**config.mk**
```make
export PLATFORM = sky130hd
export DESIGN_NAME = fsm_edge_detect_multi
export DESIGN_NICKNAME = d
export VERILOG_FILES = /design/src/rtl/fsm_edge_detect_multi.sv
export SDC_FILE = /design/constraint.sdc
export NUM_CORES = 1
export LEC_CHECK = 0
export ABC_CLOCK_PERIOD_IN_PS = 4110
export CORE_ASPECT_RATIO = 1.1
export CORE_MARGIN = 4
export CORE_UTILIZATION = 38
export DETAILED_ROUTE_END_ITERATION = 7
export PLACE_DENSITY = 0.69
export SYNTH_ARGS = -nofsm -noshare
export SYNTH_HDL_FRONTEND = slang
export SYNTH_SLANG_ARGS = --single-unit
```
**constraint.sdc**
```tcl
create_clock -name clk -period 4.11 [get_ports clk]
set_clock_uncertainty 0.15 [all_clocks]
set_input_delay 0.6165 -clock clk [delete_from_list [all_inputs] [get_ports clk]]
set_output_delay 0.6165 -clock clk [all_outputs]
set_load 0.005 [all_outputs]
```
**src/rtl/fsm_edge_detect_multi.sv**
```systemverilog
// Multi-channel edge detector: per-channel INIT/LOW/HIGH FSM, Mealy edge pulse, sticky flag, saturating count.
// Optional FSM_EDGE_SYNC_EN: two-flop input synchroniser per channel (adds 2 cycles of edge latency).
module fsm_edge_detect_multi #(
    parameter int CH    = 4,
    parameter int CNT_W = 8
) (
    input  logic                  clk,
    input  logic                  rst,
    input  logic [CH-1:0]         din,
    input  logic [2*CH-1:0]       mode,
    input  logic [CH-1:0]         clr,
    output logic [CH-1:0]         dout,
    output logic [CH-1:0]         evt,
    output logic [CH*CNT_W-1:0]   cnt,
    output logic                  any_evt
);

    typedef enum logic [1:0] {
        ST_INIT = 2'd0,
        ST_LOW  = 2'd1,
        ST_HIGH = 2'd2
    } state_t;

    localparam logic [CNT_W-1:0] CNT_ONE = {{(CNT_W-1){1'b0}}, 1'b1};
    localparam logic [CNT_W-1:0] CNT_MAX = {CNT_W{1'b1}};

    function automatic logic [CNT_W-1:0] sat_inc(input logic [CNT_W-1:0] v);
        if (v == CNT_MAX) begin
            sat_inc = v;
        end else begin
            sat_inc = v + CNT_ONE;
        end
    endfunction

    logic [CH-1:0] s_s;

`ifdef FSM_EDGE_SYNC_EN
    logic [CH-1:0] sync1_r;
    logic [CH-1:0] sync2_r;

    // Two-flop synchroniser for all channel inputs
    always_ff @(posedge clk or negedge rst) begin
        if (!rst) begin
            sync1_r <= {CH{1'b0}};
            sync2_r <= {CH{1'b0}};
        end else begin
            sync1_r <= din;
            sync2_r <= sync1_r;
        end
    end

    assign s_s = sync2_r;
`else
    assign s_s = din;
`endif

    genvar g;
    for (g = 0; g < CH; g++) begin : g_ch
        state_t           state_r;
        logic             rise_s;
        logic             fall_s;
        logic             dout_s;
        logic             evt_r;
        logic [CNT_W-1:0] cnt_r;

        // Edge decode from current level state and sampled input
        always_comb begin
            rise_s = 1'b0;
            fall_s = 1'b0;
            case (state_r)
                ST_LOW:  rise_s = s_s[g];
                ST_HIGH: fall_s = ~s_s[g];
                default: begin
                    rise_s = 1'b0;
                    fall_s = 1'b0;
                end
            endcase
        end

        assign dout_s = (rise_s & mode[2*g]) | (fall_s & mode[2*g+1]);

        // Level-tracking FSM with sticky flag and saturating counter
        always_ff @(posedge clk or negedge rst) begin
            if (!rst) begin
                state_r <= ST_INIT;
                evt_r   <= 1'b0;
                cnt_r   <= {CNT_W{1'b0}};
            end else begin
                case (state_r)
                    ST_INIT: state_r <= s_s[g] ? ST_HIGH : ST_LOW;
                    ST_LOW:  state_r <= s_s[g] ? ST_HIGH : ST_LOW;
                    ST_HIGH: state_r <= s_s[g] ? ST_HIGH : ST_LOW;
                    default: state_r <= ST_INIT;
                endcase
                // A pulse in the same cycle as clear wins: flag stays set, count restarts at one
                if (dout_s) begin
                    evt_r <= 1'b1;
                    cnt_r <= clr[g] ? CNT_ONE : sat_inc(cnt_r);
                end else if (clr[g]) begin
                    evt_r <= 1'b0;
                    cnt_r <= {CNT_W{1'b0}};
                end else begin
                    evt_r <= evt_r;
                    cnt_r <= cnt_r;
                end
            end
        end

        assign dout[g]                 = dout_s;
        assign evt[g]                  = evt_r;
        assign cnt[g*CNT_W +: CNT_W]   = cnt_r;
    end

    assign any_evt = |evt;

endmodule

```
==> results.cfg <==
[detailed_routing]
drtPass1Iterations = 4
routedWlPerCell_um = 13.4
drtAntennaViolNets = 0
dr.max_layer_used = met4
via_count = 2033
via_per_inst = 5.42
wl_met3_um = 220
met1_length_um = 2320
wl_met2_um = 2440
routed_wl_um = 5010
drcViolationCount = 0
drtIter0Drc = 43

[clock_network]
clock-sinks = 44
cts-root-buf = clkbuf_8
cts-resized-gates = 0
insertion_delay_ns = 0.29
cts_tree = yes
cts_buffers = 5
cts_setup_buffers = 0
hold_buffers = 0
cts.clk_slew.worst_paths_ns = 0.09
htree_levels = 2
clk_path_buf_depth = 2

[sta]
hold_violations = 0
whs_ns = 0.338
min_period_ns = 3.00
rsz0062_at_grt = no
maxSlewViolCount = 0
setup_violations = 0
worst_slew_pin_slew_ns = 0.993
max-slew-margin-rel_pct = 33.8
period_share_pct = 73.0
clock.fmax_mhz = 333
setup_tns_ns = 0

[logic_synthesis]
avgSynthCellArea_um2 = 9.65
yosys.area_share.simple_pct = 22.1
synth_fa_ha_area_share_pct = 2.12
synth_edf_count = 0
synth_ff_type = dfrtp_1
synthMuxAreaShare_pct = 4.07
ys_warn_count = 0
yosysUniqueCellTypes = 51
synth_compound_area_share_pct = 18.0
ys_seq_area_share_pct = 46.6
ys_ff_latch = 44
synth_cells = 245
syn_area_mm2 = 0.00236
syn_nets = 267
synth-async-reset-ratio_pct = 100
synth_xor_xnor_area_share_pct = 1.11
synth_top_family_by_area = simple AND/OR/NAND/NOR gates

[grt]
grt_pass1_wl_um = 8480
grt_pass1_vias = 1835
overflow = 0
grt_util_all_layers_pct = 13.1
grt_max_degree = 45
antenna_found_initial = 0

[critical_path]
cp.arrival_ns = 2.23
cp-start-kind = input port
rrSetupSlack_ns = 2.12
crit_path_frequent_cell = clkdlybuf4s50_1
timing.rr.start = g_ch[2].cnt_r[0]
crit_type = input port to output port
crit_path_max_incr_delay_ns = 0.47
reg2reg_depth = 5
cp_cell_sequence = clkdlybuf4s50_1 > and4b_1 > a31oi_2 > inv_2 > clkdlybuf4s50_1
crit_fanout = 9
r2r-end = g_ch[2].cnt_r[6]
slowest_stage = clkdlybuf4s50_1
worstPathRequired_ns = 3.34
worstSetupEndpointType = output port

[layout]
nFillCells = 562
area_growth_pct = 28.7
regArea_mm2 = 0.00110
nets = 319
diodes = 0
multi_input_area_mm2 = 0.00112
drive_gt1_share_pct = 7.05

[power]
power.leakage_nw = 1.23
power.density_mw_per_mm2 = 278
ir_drop_uv = 127

[die]
floorplan.initialDensity_pct = 40.0
row_count = 29
core_mm2 = 0.00591
fp.dieArea_mm2 = 0.00755
die_w_um = 83.2
io_pins = 59
die_y_um = 90.7

[status]
outcome = finished clean

[placement]
dp.final_hpwl_um = 3680
portBuffers = 58
routabilityCongestion = 0.805

[hold_path]
hold_path_class = input port to asynchronous set/reset pin

[job]
cap_violations = 0
-- synthesized netlist by cell type (all sizes together) (2+ instances only) --
master,number,area share [%]
or4,6,1.9
nor4b,2,0.74
or3,3,0.79
ha,4,2.1
and4bb,2,1.1
nor4,4,1.1
a21o,2,0.63
and3,3,0.79
a211oi,4,1.3
xnor2,2,0.74
o211ai,4,1.3
nand4,7,1.9
o31ai,4,1.3
a31oi,2,0.79
buf,10,3.2
mux2i,4,1.7
nor2b,6,1.6
and4b,3,1.3
o22ai,2,0.53
mux2,5,2.4
and2,2,0.64
nor3,5,1.1
a21boi,4,1.3
o21a,3,0.95
nor2,20,3.2
nand2,13,2.1
nand3,11,2.3
dfrtp,44,47
inv,15,2.4
o41ai,2,0.74
a21oi,21,4.4
clkbuf,3,0.48
o2111ai,2,0.74
o21ai,9,1.9
-- worst max-delay path: cells and delay by family --
family | cells | cell delay (ns)
buf+inv | 3 | 1.05
compound gates | 1 | 0.35
simple gates | 1 | 0.21
-- worst max path at each step --
| stage | depth (start not counted) | slack, ns | start | endpoint |
|---|---|---|---|---|
| 5_1_grt | 5 | 1.00 | din[3] | dout[3] |
| 4_1_cts | 5 | 1.10 | din[3] | dout[3] |
| 3_3_place_gp | 5 | 1.12 | din[3] | dout[3] |
| 3_5_place_dp | 5 | 1.10 | din[3] | dout[3] |
| 6_report | 5 | 1.11 | din[3] | dout[3] |
| 2_1_floorplan | 4 | 1.99 | din[3] | dout[3] |
-- placed cells by master (no fill, tap or decap), types with 3 or more instances in the layout --
cell / instances
mux2i_1: 4
and3_1: 3
dfrtp_1: 44
o21ai_0: 9
nand4_1: 7
or3_1: 3
mux2_2: 5
inv_1: 14
o31ai_1: 4
clkbuf_8: 6
nand3_1: 11
o211ai_1: 4
nand2_1: 13
and4b_1: 3
nor3_1: 5
a21oi_1: 21
o21a_1: 3
nor4_1: 4
or4_1: 6
a21boi_0: 4
nor2_1: 20
nor2b_1: 6
ha_1: 4
a211oi_1: 4
clkdlybuf4s50_1: 57
-- per-layer routing --
metal,GRT usage (%),vias to the layer above
li1,-,1012
met1,16.8,974
met2,22.0,45
met3,3.28,2
met4,3.27,0
met5,0,-
-- final cells by class --
| cell class | count | share of cell area [%] |
|---|---|---|
| multi-input combinational | 173 | 36.8 |
| clock inverter | 2 | 0.329 |
| timing repair buffer | 58 | 18.9 |
| sequential | 44 | 36.2 |
| tap | 77 | 3.17 |
| clock buffer | 6 | 2.71 |
| inverter | 15 | 1.85 |
-- logic make-up (layout without fill, tap and decap cells) --
kind of cell	count (synthesis)	after routing
DFF	44	44
buffers and inverters	28	81
adders and majority gates	4	4
muxes	9	9
xor gates and xnor gates	3	3
and+or+nand+nor	92	92
AOI/OAI and AO/OA	65	65
-- report_power, final --
part | leakage (nW) | switching (mW) | internal, mW | total, mW
registers | 0.592 | 0.0188 | 0.448 | 0.467
logic | 0.583 | 0.0445 | 0.0561 | 0.101
clock network | 0.0510 | 0.143 | 0.134 | 0.278
total | 1.23 | 0.206 | 0.639 | 0.845
-- registers in the layout, summed over array words and instances (netlist names) --
register / flops
g_ch.evt_r: 4
g_ch.cnt_r: 32
g_ch.state_r: 8
-- stage by stage --
| step | area [µm²] | cells | util, % | total power, mW | worst slack, ns |
|---|---|---|---|---|---|
| 6_report | 3040 | 375 | 51.4 | 0.845 | 1.11 |
| 5_1_grt | 3040 | 375 | 51.4 | 0.893 | 1.00 |
| 4_1_cts | 3040 | 375 | 51.4 | 0.861 | 1.10 |
| 3_5_place_dp | 2950 | 367 | 49.9 | 0.579 | 1.10 |
| 3_3_place_gp | 2950 | 367 | 49.9 | 0.577 | 1.12 |
| 2_1_floorplan | 2360 | 245 | - | 0.522 | 1.99 |
(Power assumes the default switching activity.)
==> patch (same settings) <==
The parameter `CH` goes from 4 to 3.
--- a/src/rtl/fsm_edge_detect_multi.sv
+++ b/src/rtl/fsm_edge_detect_multi.sv
@@ -2,5 +2,5 @@
 // Optional FSM_EDGE_SYNC_EN: two-flop input synchroniser per channel (adds 2 cycles of edge latency).
 module fsm_edge_detect_multi #(
-    parameter int CH    = 4,
+    parameter int CH    = 3,
     parameter int CNT_W = 8
 ) (
Interface: changed (6 resized); port bits go from 59 to 45. The function was not compared with the original's and may differ.
==> patch against the unedited design <==
  * Final area is 26% lower
  * Sequential cell count is 11 lower
  * Fmax is 4.3% lower
  * Cell count is 29% lower
  * Power is 22% lower
  * Critical path depth stayed put
  * Area after synthesis is 27% lower
  * Routed wire length is 24% lower
  * Count of clock-buffer cells in the layout is 2 higher
  * Worst setup slack worse by 0.14 ns
  * Critical endpoint is now dout[1]
==> patch: results (changes against the unedited design) <==
Yosys cell types: 46 (-9.8%)
Tot GR Track Use: 0.145 (+0.0141)
Place WS: 0.980 ns (-0.117 ns)
sequential fraction of the synthesis area: 0.477 (+0.0113)
vias per inst: 5.54 (+2.2%)
most common library cells after synthesis: dfrtp_1 (33), a21oi_1 (17), nand3_1 (13)
crit path DAT: 2.37 ns (+0.14 ns)
crit path max fanout: 10 (+1)
grt met3 use: 0.0456 (+0.0127)
Post-Syn Nets: 190 (-29%)
Setup WS post-layout: 0.974 ns (-0.136 ns)
post-DP HPWL: 2710 um (-26%)
met2 Track Usage GR: 0.229 (+0.00868)
Hold WS: 0.337 ns (-0.000235 ns)
placed cell count: 259 (-29%)
Synth area leaders: dfrtp_1 (48%), a21oi_1 (4.9%), nand3_1 (3.8%), or4_1 (3.0%), buf_4 (2.6%)
Max stage delay on crit path: 0.52 ns (+0.05 ns)
nets: 229 (-28%)
met1 Use GR: 0.184 (+0.0156)
global-route wire length before repair: 6530 um (-23%)
layout cells sized above 1: 0.0423 (-0.0282)
status: completed
worst reg2reg setup slack: 2.08 ns (-0.04 ns)
relative slew slack: 0.486 (+0.148)
largest net degree at the start of global routing: 34 (-24%)
reg-to-reg endpoint: g_ch[2].cnt_r[1]
vias in the first global route: 1411 (-23%)
initial DRC count: 88 (+100%)
DR vias: 1479 (-27%)
Reg clk slew, reported paths: 0.06 ns (-0.03 ns)
max reg flops: 24 (-25%)
VDD IR-drop max: 211 uV (+65%)
worst min-delay path class: flop to flop
syn_area_per_cell: 10.0 um2 (+3.7%)
Top Registers: g_ch.cnt_r (24), g_ch.state_r (6), g_ch.evt_r (3)
GPL Wtd Cong: 0.736 (-8.5%)
GR peak layer: met2
H-tree depth: 2 (unchanged)
P_leak: 0.879 nW (-28%)
wire per inst: 14.3 um (+6.9%)
port bufs: 44 (-24%)
==> patch: changes by cell type after synthesis, sizes merged, moves of 5 or more <==
cell	unedited run	this run
nor2b	6	1
dfrtp	44	33
inv	15	5
nor2	20	8
==> patch: where the power goes <==
part	switching [mW]	leakage (nW)	internal [mW]
registers	0.0129	0.444	0.337
logic	0.0344	0.395	0.0446
clock network	0.111	0.0395	0.120
total	0.158	0.879	0.502
==> patch: worst register-to-register path, delay by kind of cell, from the launching register on <==
kind / cells / cell delay [ns]
AOI/OAI and AO/OA: 1 / 0.64
adders and majority gates: 1 / 0.25
and+or+nand+nor: 2 / 0.19
DFF: 1 / 0.41
muxes: 1 / 0.26
==> patch: worst max path at each step <==
stage	start	end	cells after the start
detailed placement	din[1]	dout[1]	5
global placement	din[1]	dout[1]	5
CTS	din[1]	dout[1]	5
global route	din[1]	dout[1]	5
finish	din[1]	dout[1]	5
floorplan	din[1]	dout[1]	5
==> patch: cell type report <==
class | instances | area [um2] | area share
sequential | 33 | 826 | 0.367
multi-input combinational | 121 | 803 | 0.357
timing repair buffer | 45 | 448 | 0.199
clock buffer | 8 | 80.1 | 0.0356
tap | 54 | 67.6 | 0.0301
inverter | 6 | 22.5 | 0.0100
==> patch: kinds of logic (layout without fill, tap and decap cells) <==
kind of cell	count (synthesis)	count (layout)	share of synthesized area
adder cells (fa/ha/maj)	3	3	0.0217
AND/OR/NAND/NOR	63	63	0.224
AO/OA/AOI/OAI	49	49	0.184
buffers and inverters	19	59	0.0592
multiplexers	4	4	0.0238
flip-flops	33	33	0.477
XOR/XNOR	2	2	0.0101
==> patch: layer usage <==
layer / wire, um / vias up
li1: - / 725
met5: 0 / -
met4: 55 / 0
met3: 201 / 5
met1: 1770 / 717
met2: 1790 / 32
